### src/rtl/rf_wport_arb_if.sv
// Register-file write-port arbiter bus: WB request, LU result stream, RF write triple,
// pending-destination mask and performance counters.
interface rf_wport_arb_if #(
  parameter int DBITS     = 32,
  parameter int REGNOBITS = 5
);
  logic                    wb_wr_reg;
  logic [REGNOBITS-1:0]    wb_wregno;
  logic [DBITS-1:0]        wb_regval;
  logic                    stall_wb;
  logic                    lu_valid;
  logic                    lu_ready;
  logic [REGNOBITS-1:0]    lu_wregno;
  logic [DBITS-1:0]        lu_regval;
  logic                    rf_we;
  logic [REGNOBITS-1:0]    rf_wregno;
  logic [DBITS-1:0]        rf_wdata;
  logic [2**REGNOBITS-1:0] pend_mask;
  logic [31:0]             cnt_confl;
  logic [31:0]             cnt_force;

  modport master (
    output wb_wr_reg, wb_wregno, wb_regval, lu_valid, lu_wregno, lu_regval,
    input  stall_wb, lu_ready, rf_we, rf_wregno, rf_wdata, pend_mask, cnt_confl, cnt_force
  );

  modport slave (
    input  wb_wr_reg, wb_wregno, wb_regval, lu_valid, lu_wregno, lu_regval,
    output stall_wb, lu_ready, rf_we, rf_wregno, rf_wdata, pend_mask, cnt_confl, cnt_force
  );
endinterface

### src/rtl/rf_wport_arb.sv
// Single RF write-port arbiter: WB has priority, LU results buffer in a FIFO with a starvation guard.
// Optional perf counters (cnt_confl, cnt_force) enabled by defining RF_ARB_PERF_CNT_EN.
module rf_wport_arb #(
  parameter int DBITS      = 32,
  parameter int REGNOBITS  = 5,
  parameter int FIFO_DEPTH = 2,
  parameter int STARVE_MAX = 4
) (
  input logic           clk,
  input logic           reset,
  rf_wport_arb_if.slave bus
);
  localparam int PTRW = $clog2(FIFO_DEPTH);
  localparam int CNTW = PTRW + 1;
  localparam int SCW  = $clog2(STARVE_MAX + 1);
  localparam int NREG = 2 ** REGNOBITS;

  typedef enum logic [0:0] {
    WB_PRI   = 1'b0,
    LU_FORCE = 1'b1
  } state_t;

  state_t               state_r, state_s;
  logic [SCW-1:0]       starve_r, starve_s;
  logic [REGNOBITS-1:0] mem_regno_r [FIFO_DEPTH];
  logic [DBITS-1:0]     mem_data_r  [FIFO_DEPTH];
  logic [PTRW-1:0]      wr_ptr_r, rd_ptr_r;
  logic [CNTW-1:0]      count_r;
  logic                 empty_s, full_s, lu_ready_s, push_s, pop_s, grant_wb_s;
  logic [REGNOBITS-1:0] sel_regno_s;
  logic [DBITS-1:0]     sel_data_s;
  logic [NREG-1:0]      mask_s;
  logic                 rf_we_r;
  logic [REGNOBITS-1:0] rf_wregno_r;
  logic [DBITS-1:0]     rf_wdata_r;

  assign empty_s    = (count_r == CNTW'(0));
  assign full_s     = (count_r == CNTW'(FIFO_DEPTH));
  // Readiness looks only at occupancy, never at a same-cycle pop.
  assign lu_ready_s = reset && !full_s;
  assign push_s     = bus.lu_valid && lu_ready_s;

  // Arbitration and starvation-guard next-state logic.
  always_comb begin
    state_s    = state_r;
    starve_s   = starve_r;
    grant_wb_s = 1'b0;
    pop_s      = 1'b0;
    case (state_r)
      WB_PRI: begin
        if (bus.wb_wr_reg) begin
          grant_wb_s = 1'b1;
          if (!empty_s) begin
            starve_s = starve_r + SCW'(1);
            if (starve_s == SCW'(STARVE_MAX)) begin
              state_s = LU_FORCE;
            end else begin
              state_s = WB_PRI;
            end
          end else begin
            starve_s = '0;
          end
        end else if (!empty_s) begin
          pop_s    = 1'b1;
          starve_s = '0;
        end else begin
          starve_s = '0;
        end
      end
      LU_FORCE: begin
        pop_s    = 1'b1;
        starve_s = '0;
        state_s  = WB_PRI;
      end
      default: begin
        state_s  = WB_PRI;
        starve_s = '0;
      end
    endcase
    if (grant_wb_s) begin
      sel_regno_s = bus.wb_wregno;
      sel_data_s  = bus.wb_regval;
    end else begin
      sel_regno_s = mem_regno_r[rd_ptr_r];
      sel_data_s  = mem_data_r[rd_ptr_r];
    end
  end

  // FSM state and starvation counter.
  always_ff @(posedge clk) begin
    if (!reset) begin
      state_r  <= WB_PRI;
      starve_r <= '0;
    end else begin
      state_r  <= state_s;
      starve_r <= starve_s;
    end
  end

  // LU result FIFO storage, pointers and occupancy.
  always_ff @(posedge clk) begin
    if (!reset) begin
      wr_ptr_r <= '0;
      rd_ptr_r <= '0;
      count_r  <= '0;
    end else begin
      if (push_s) begin
        mem_regno_r[wr_ptr_r] <= bus.lu_wregno;
        mem_data_r[wr_ptr_r]  <= bus.lu_regval;
        wr_ptr_r              <= wr_ptr_r + PTRW'(1);
      end
      if (pop_s) begin
        rd_ptr_r <= rd_ptr_r + PTRW'(1);
      end
      case ({push_s, pop_s})
        2'b10:   count_r <= count_r + CNTW'(1);
        2'b01:   count_r <= count_r - CNTW'(1);
        default: count_r <= count_r;
      endcase
    end
  end

  // Registered write triple; x0 grants consume the slot but never write.
  always_ff @(posedge clk) begin
    if (!reset) begin
      rf_we_r     <= 1'b0;
      rf_wregno_r <= '0;
      rf_wdata_r  <= '0;
    end else if (grant_wb_s || pop_s) begin
      rf_we_r     <= (sel_regno_s != '0);
      rf_wregno_r <= sel_regno_s;
      rf_wdata_r  <= sel_data_s;
    end else begin
      rf_we_r     <= 1'b0;
    end
  end

  // Pending-destination mask over the valid FIFO window starting at the head.
  always_comb begin
    mask_s = '0;
    for (int k = 0; k < FIFO_DEPTH; k++) begin
      if (CNTW'(k) < count_r) begin
        mask_s[mem_regno_r[rd_ptr_r + PTRW'(k)]] = 1'b1;
      end else begin
        mask_s = mask_s;
      end
    end
    mask_s[0] = 1'b0;
  end

  assign bus.stall_wb  = (state_r == LU_FORCE);
  assign bus.lu_ready  = lu_ready_s;
  assign bus.pend_mask = reset ? mask_s : '0;
  assign bus.rf_we     = rf_we_r;
  assign bus.rf_wregno = rf_wregno_r;
  assign bus.rf_wdata  = rf_wdata_r;

`ifdef RF_ARB_PERF_CNT_EN
  logic [31:0] cnt_confl_r, cnt_force_r;

  // Conflict and forced-grant performance counters.
  always_ff @(posedge clk) begin
    if (!reset) begin
      cnt_confl_r <= 32'd0;
      cnt_force_r <= 32'd0;
    end else begin
      if (state_r == WB_PRI && bus.wb_wr_reg && !empty_s) begin
        cnt_confl_r <= cnt_confl_r + 32'd1;
      end
      if (state_r == LU_FORCE) begin
        cnt_force_r <= cnt_force_r + 32'd1;
      end
    end
  end

  assign bus.cnt_confl = cnt_confl_r;
  assign bus.cnt_force = cnt_force_r;
`else
  assign bus.cnt_confl = 32'd0;
  assign bus.cnt_force = 32'd0;
`endif
endmodule
### src/flat_wrapper.sv
// flat-port wrapper written by rule: the top's interface ports become plain ports
module rf_wport_arb_flat 
#(
  parameter int DBITS      = 32,
  parameter int REGNOBITS  = 5,
  parameter int FIFO_DEPTH = 2,
  parameter int STARVE_MAX = 4
)
  (clk, reset, bus_wb_wr_reg, bus_wb_wregno, bus_wb_regval, bus_lu_valid, bus_lu_wregno, bus_lu_regval, bus_stall_wb, bus_lu_ready, bus_rf_we, bus_rf_wregno, bus_rf_wdata, bus_pend_mask, bus_cnt_confl, bus_cnt_force);
  rf_wport_arb_if #(.DBITS(DBITS), .REGNOBITS(REGNOBITS)) bus_i ();
  input logic clk;
  input logic reset;
  input wire logic [$bits(bus_i.wb_wr_reg)-1:0] bus_wb_wr_reg;
  input wire logic [$bits(bus_i.wb_wregno)-1:0] bus_wb_wregno;
  input wire logic [$bits(bus_i.wb_regval)-1:0] bus_wb_regval;
  input wire logic [$bits(bus_i.lu_valid)-1:0] bus_lu_valid;
  input wire logic [$bits(bus_i.lu_wregno)-1:0] bus_lu_wregno;
  input wire logic [$bits(bus_i.lu_regval)-1:0] bus_lu_regval;
  output wire logic [$bits(bus_i.stall_wb)-1:0] bus_stall_wb;
  output wire logic [$bits(bus_i.lu_ready)-1:0] bus_lu_ready;
  output wire logic [$bits(bus_i.rf_we)-1:0] bus_rf_we;
  output wire logic [$bits(bus_i.rf_wregno)-1:0] bus_rf_wregno;
  output wire logic [$bits(bus_i.rf_wdata)-1:0] bus_rf_wdata;
  output wire logic [$bits(bus_i.pend_mask)-1:0] bus_pend_mask;
  output wire logic [$bits(bus_i.cnt_confl)-1:0] bus_cnt_confl;
  output wire logic [$bits(bus_i.cnt_force)-1:0] bus_cnt_force;
  assign bus_i.wb_wr_reg = bus_wb_wr_reg;
  assign bus_i.wb_wregno = bus_wb_wregno;
  assign bus_i.wb_regval = bus_wb_regval;
  assign bus_i.lu_valid = bus_lu_valid;
  assign bus_i.lu_wregno = bus_lu_wregno;
  assign bus_i.lu_regval = bus_lu_regval;
  assign bus_stall_wb = bus_i.stall_wb;
  assign bus_lu_ready = bus_i.lu_ready;
  assign bus_rf_we = bus_i.rf_we;
  assign bus_rf_wregno = bus_i.rf_wregno;
  assign bus_rf_wdata = bus_i.rf_wdata;
  assign bus_pend_mask = bus_i.pend_mask;
  assign bus_cnt_confl = bus_i.cnt_confl;
  assign bus_cnt_force = bus_i.cnt_force;
  rf_wport_arb #(.DBITS(DBITS), .REGNOBITS(REGNOBITS), .FIFO_DEPTH(FIFO_DEPTH), .STARVE_MAX(STARVE_MAX)) u_core (.clk(clk), .reset(reset), .bus(bus_i));
endmodule
### config.mk
export PLATFORM = sky130hd
export DESIGN_NAME = rf_wport_arb_flat
export DESIGN_NICKNAME = d
export VERILOG_FILES = /design/src/rtl/rf_wport_arb_if.sv /design/src/rtl/rf_wport_arb.sv /design/src/flat_wrapper.sv
export SDC_FILE = /design/constraint.sdc
export NUM_CORES = 1
export LEC_CHECK = 0
export CORE_UTILIZATION = 40
export DETAILED_ROUTE_END_ITERATION = 10
export PLACE_DENSITY_LB_ADDON = 0.12
export SKIP_CTS_REPAIR_TIMING = 1
export SLEW_MARGIN = 20
export SYNTH_ARGS = -nofsm -noshare
export SYNTH_HDL_FRONTEND = slang
export SYNTH_SLANG_ARGS = --single-unit
export TNS_END_PERCENT = 50
### constraint.sdc
create_clock -name clk -period 4.1 [get_ports clk]
set_input_delay 0.41 -clock clk [delete_from_list [all_inputs] [get_ports clk]]
set_output_delay 0.41 -clock clk [all_outputs]
set_load 0.02 [all_outputs]
==> load_flow_metrics.sql <==
INSERT INTO impl_metrics (metric_group, metric, value, unit) VALUES
('logic_synthesis', 'yosys_warnings', '0', ''),
('finish', 'area_delta_synth_final', '33.5', '%'),
('floorplanning', 'die-area', '0.0149', 'mm²'),
('placed_design', 'placed_area', '0.00712', 'mm²'),
('finish', 'final_instance_area', '0.00769', 'mm²'),
('cts', 'clock-sinks', '121', ''),
('timing', 'max_slew_margin', '37.8', '%'),
('timing', 'timing.fmax', '321', 'MHz'),
('placed_design', 'dp_hpwl', '9030', 'µm'),
('placed_design', 'portBuffers', '148', ''),
('timing', 'fin_crit_sh', '76.0', '%'),
('flow_run', 'maxCapViolations', '0', ''),
('global_route', 'global_route_congestion_overflow_total', '0', ''),
('logic_synthesis', 'synth.top_cell.area_share', '38.6', '%'),
('floorplanning', 'num_rows', '43', ''),
('timing', 'layout_min_cycle_time', '3.12', 'ns'),
('finish', 'n_antenna_cell', '0', ''),
('critical_path', 'critical_path.endpoint', 'bus_pend_mask[26]', ''),
('floorplanning', 'start_util', '41.2', '%'),
('timing', 'finalHoldViolations', '0', ''),
('logic_synthesis', 'post-synth-top-area-cell', 'sky130_fd_sc_hd__edfxtp_1', ''),
('logic_synthesis', 'postSynth.asyncResetShare', '0', '%'),
('critical_path', 'worst-endpoint-arrival', '2.71', 'ns'),
('detailed_routing', 'vias', '4275', ''),
('global_route', 'grt_pass1_wl', '20900', 'µm'),
('power_and_ir_drop', 'cellLeakagePower', '2.69', 'nW'),
('critical_path', 'critical_path.max_fanout', '25', ''),
('power_and_ir_drop', 'largest_voltage_drop_on_the_vdd_net', '0.243', 'mV'),
('critical_path', 'worstReg2RegEnd', 'u_core.bus.rf_wregno[3]', ''),
('critical_path', 'path_class', 'reg -> out', ''),
('finish', 'layout-drive-gt1-share', '5.71', '%'),
('detailed_routing', 'totalWireLength', '13300', 'µm'),
('timing', 'finalSetupTns', '0', 'ns'),
('logic_synthesis', 'synth_area', '0.00576', 'mm²'),
('floorplanning', 'die_y', '122', 'µm'),
('critical_path', 'worst_r2r_startpoint', 'u_core.count_r[1]', ''),
('critical_path', 'critical-path-max-stage-delay', '0.63', 'ns'),
('critical_path', 'critPathCaptureType', 'output port', ''),
('timing', 'timing_worst_slew_pin_value', '0.933', 'ns'),
('logic_synthesis', 'synth_seq_cells', '121', ''),
('cts', 'cts_tree', 'yes', ''),
('logic_synthesis', 'synth_cell_type_count', '43', ''),
('power_and_ir_drop', 'power.density', '540', 'mW/mm²'),
('finish', 'num-fill-cells', '1241', ''),
('cts', 'cts.reportedPaths.clkPinSlew', '0.05', 'ns'),
('cts', 'cts-root-to-sink-buffers', '2', ''),
('global_route', 'vias_in_the_first_global_route', '4163', ''),
('cts', 'cts_max_level', '4', ''),
('critical_path', 'crit_chain', 'or3b_1, a21o_1, or2_0, o22ai_1, clkdlybuf4s50_1', ''),
('detailed_routing', 'detail-route-antenna-nets', '0', ''),
('timing', 'setup_viol_count_final', '0', ''),
('status', 'run_status', 'finished clean', ''),
('timing', 'skew', '0.00660', 'ns'),
('critical_path', 'reg2reg_setup_slack', '1.86', 'ns'),
('critical_path', 'crit_path_start_kind', 'flip-flop', ''),
('cts', 'cts.root.buffer_cell', 'sky130_fd_sc_hd__clkbuf_16', ''),
('detailed_routing', 'detail_route.first_pass.iterations', '4', ''),
('floorplanning', 'ioPinCount', '214', ''),
('floorplanning', 'die_w', '122', 'µm'),
('logic_synthesis', 'post_synth_main_area_contributors', 'sky130_fd_sc_hd__edfxtp_1 39%, sky130_fd_sc_hd__dfxtp_1 16%, sky130_fd_sc_hd__buf_4 8.7%', ''),
('logic_synthesis', 'postSynth.topFlopCell', 'sky130_fd_sc_hd__edfxtp_1', ''),
('logic_synthesis', 'synth_seq_area_share', '54.9', '%'),
('detailed_routing', 'post_drt_via_cell_ratio', '4.95', ''),
('detailed_routing', 'route.detailed.drc', '0', ''),
('timing', 'maxSlewViolCount', '0', ''),
('worst_hold_path', 'hold_path_class', 'reg -> reg', ''),
('logic_synthesis', 'synthesis.instances', '532', ''),
('finish', 'final_nets', '755', ''),
('critical_path', 'crit_required', '3.69', 'ns'),
('critical_path', 'worstRegToRegCells', '7', ''),
('logic_synthesis', 'post_synth_edffs', '74', '');
-- placed cells by master (no fill, tap or decap), types with 2 or more instances in the layout --
cell,n
sky130_fd_sc_hd__a21o_1,2
sky130_fd_sc_hd__a21oi_1,39
sky130_fd_sc_hd__a22oi_1,14
sky130_fd_sc_hd__buf_4,4
sky130_fd_sc_hd__bufinv_16,2
sky130_fd_sc_hd__clkbuf_1,7
sky130_fd_sc_hd__clkbuf_16,17
sky130_fd_sc_hd__clkbuf_8,3
sky130_fd_sc_hd__clkdlybuf4s50_1,148
sky130_fd_sc_hd__conb_1,65
sky130_fd_sc_hd__dfxtp_1,46
sky130_fd_sc_hd__edfxtp_1,74
sky130_fd_sc_hd__ha_1,6
sky130_fd_sc_hd__inv_1,3
sky130_fd_sc_hd__inv_2,2
sky130_fd_sc_hd__mux2_1,14
sky130_fd_sc_hd__mux2_2,3
sky130_fd_sc_hd__mux2i_1,25
sky130_fd_sc_hd__nand2_1,81
sky130_fd_sc_hd__nand2b_1,8
sky130_fd_sc_hd__nand3_1,5
sky130_fd_sc_hd__nand3b_1,3
sky130_fd_sc_hd__nor2_1,12
sky130_fd_sc_hd__nor3_1,6
sky130_fd_sc_hd__nor3b_1,2
sky130_fd_sc_hd__o211ai_1,23
sky130_fd_sc_hd__o21ai_0,2
sky130_fd_sc_hd__o22ai_1,35
sky130_fd_sc_hd__o32ai_1,5
sky130_fd_sc_hd__or2_0,2
sky130_fd_sc_hd__or3_1,2
sky130_fd_sc_hd__xnor2_1,2
sky130_fd_sc_hd__xor2_1,3
-- how the worst min path moves through the flow --
stage | to | cells after the start | slack, ns
floorplan | u_core.starve_r[0] | 1 | 0.42
global placement | u_core.starve_r[0] | 1 | 0.43
detailed placement | u_core.bus.rf_wdata[10] | 2 | 0.44
CTS | u_core.bus.rf_wdata[10] | 2 | 0.45
global route | u_core.bus.rf_wdata[1] | 2 | 0.47
finish | u_core.bus.rf_wregno[2] | 2 | 0.45
-- per-stage QoR --
step | power (W) | utilization (%) | std cells | setup slack [ns]
floorplan | 0.00241 | - | 596 | 0.935
global placement | 0.00276 | 50.9 | 832 | 1.20
detailed placement | 0.00277 | 50.9 | 832 | 1.15
CTS | 0.00420 | 54.9 | 863 | 0.970
global route | 0.00436 | 54.9 | 863 | 0.761
finish | 0.00415 | 54.9 | 863 | 0.984
-- routing by layer --
layer / routed length, µm / vias to the layer above / part of all wire [%] / global-route usage (%)
met5: 0 / - / 0 / 0
met2: 6370 / 162 / 48 / 31.4
met4: 210 / 0 / 1.6 / 7.41
met3: 792 / 19 / 6.0 / 4.68
met1: 5890 / 2004 / 44 / 22.5
li1: - / 2090 / - / -
-- power breakdown --
part / internal, W / switching [W] / total, W / leakage (nW)
sequential: 0.00146 / 0.000117 / 0.00158 / 1.07
combinational: 0.000500 / 0.000668 / 0.00117 / 1.35
clock: 0.000935 / 0.000474 / 0.00141 / 0.273
total: 0.00289 / 0.00126 / 0.00415 / 2.69
-- layout make-up --
| cell class | count | area [µm²] | share of cell area [%] |
|---|---|---|---|
| clock buffer | 27 | 493 | 6.41 |
| clock inverter | 4 | 68.8 | 0.895 |
| inverter | 5 | 18.8 | 0.244 |
| multi-input combinational | 374 | 2200 | 28.7 |
| sequential | 121 | 3160 | 41.2 |
| tap | 180 | 225 | 2.93 |
| timing repair buffer | 152 | 1510 | 19.7 |
-- sequential cells by signal (all words and copies together), names as in the netlist, 2 cells and up, named ones only --
register,count
u_core.count_r,2
u_core.starve_r,3
u_core.mem_data_r,64
u_core.bus.rf_wregno,5
u_core.mem_regno_r,10
u_core.bus.rf_wdata,32
-- worst max-delay path, delay by kind of cell (launching register included) --
family	cells	cell delay [ns]
flops	1	0.47
simple gates	2	0.75
buf+inv	1	0.63
compound gates	2	0.44
-- kinds of logic (layout without fill, tap and decap cells) --
kind of cell / count (synthesis) / count (layout) / synth area share, %
xor+xnor: 5 / 5 / 0.761
mux: 42 / 42 / 7.67
fa+ha+maj: 6 / 6 / 1.30
other cells: 1 / 65 / 0.0651
compound gates: 125 / 125 / 13.9
simple gates: 131 / 131 / 10.1
flops: 121 / 121 / 54.9
buf+inv: 101 / 188 / 11.3
Power figures use the tool's default switching activity.
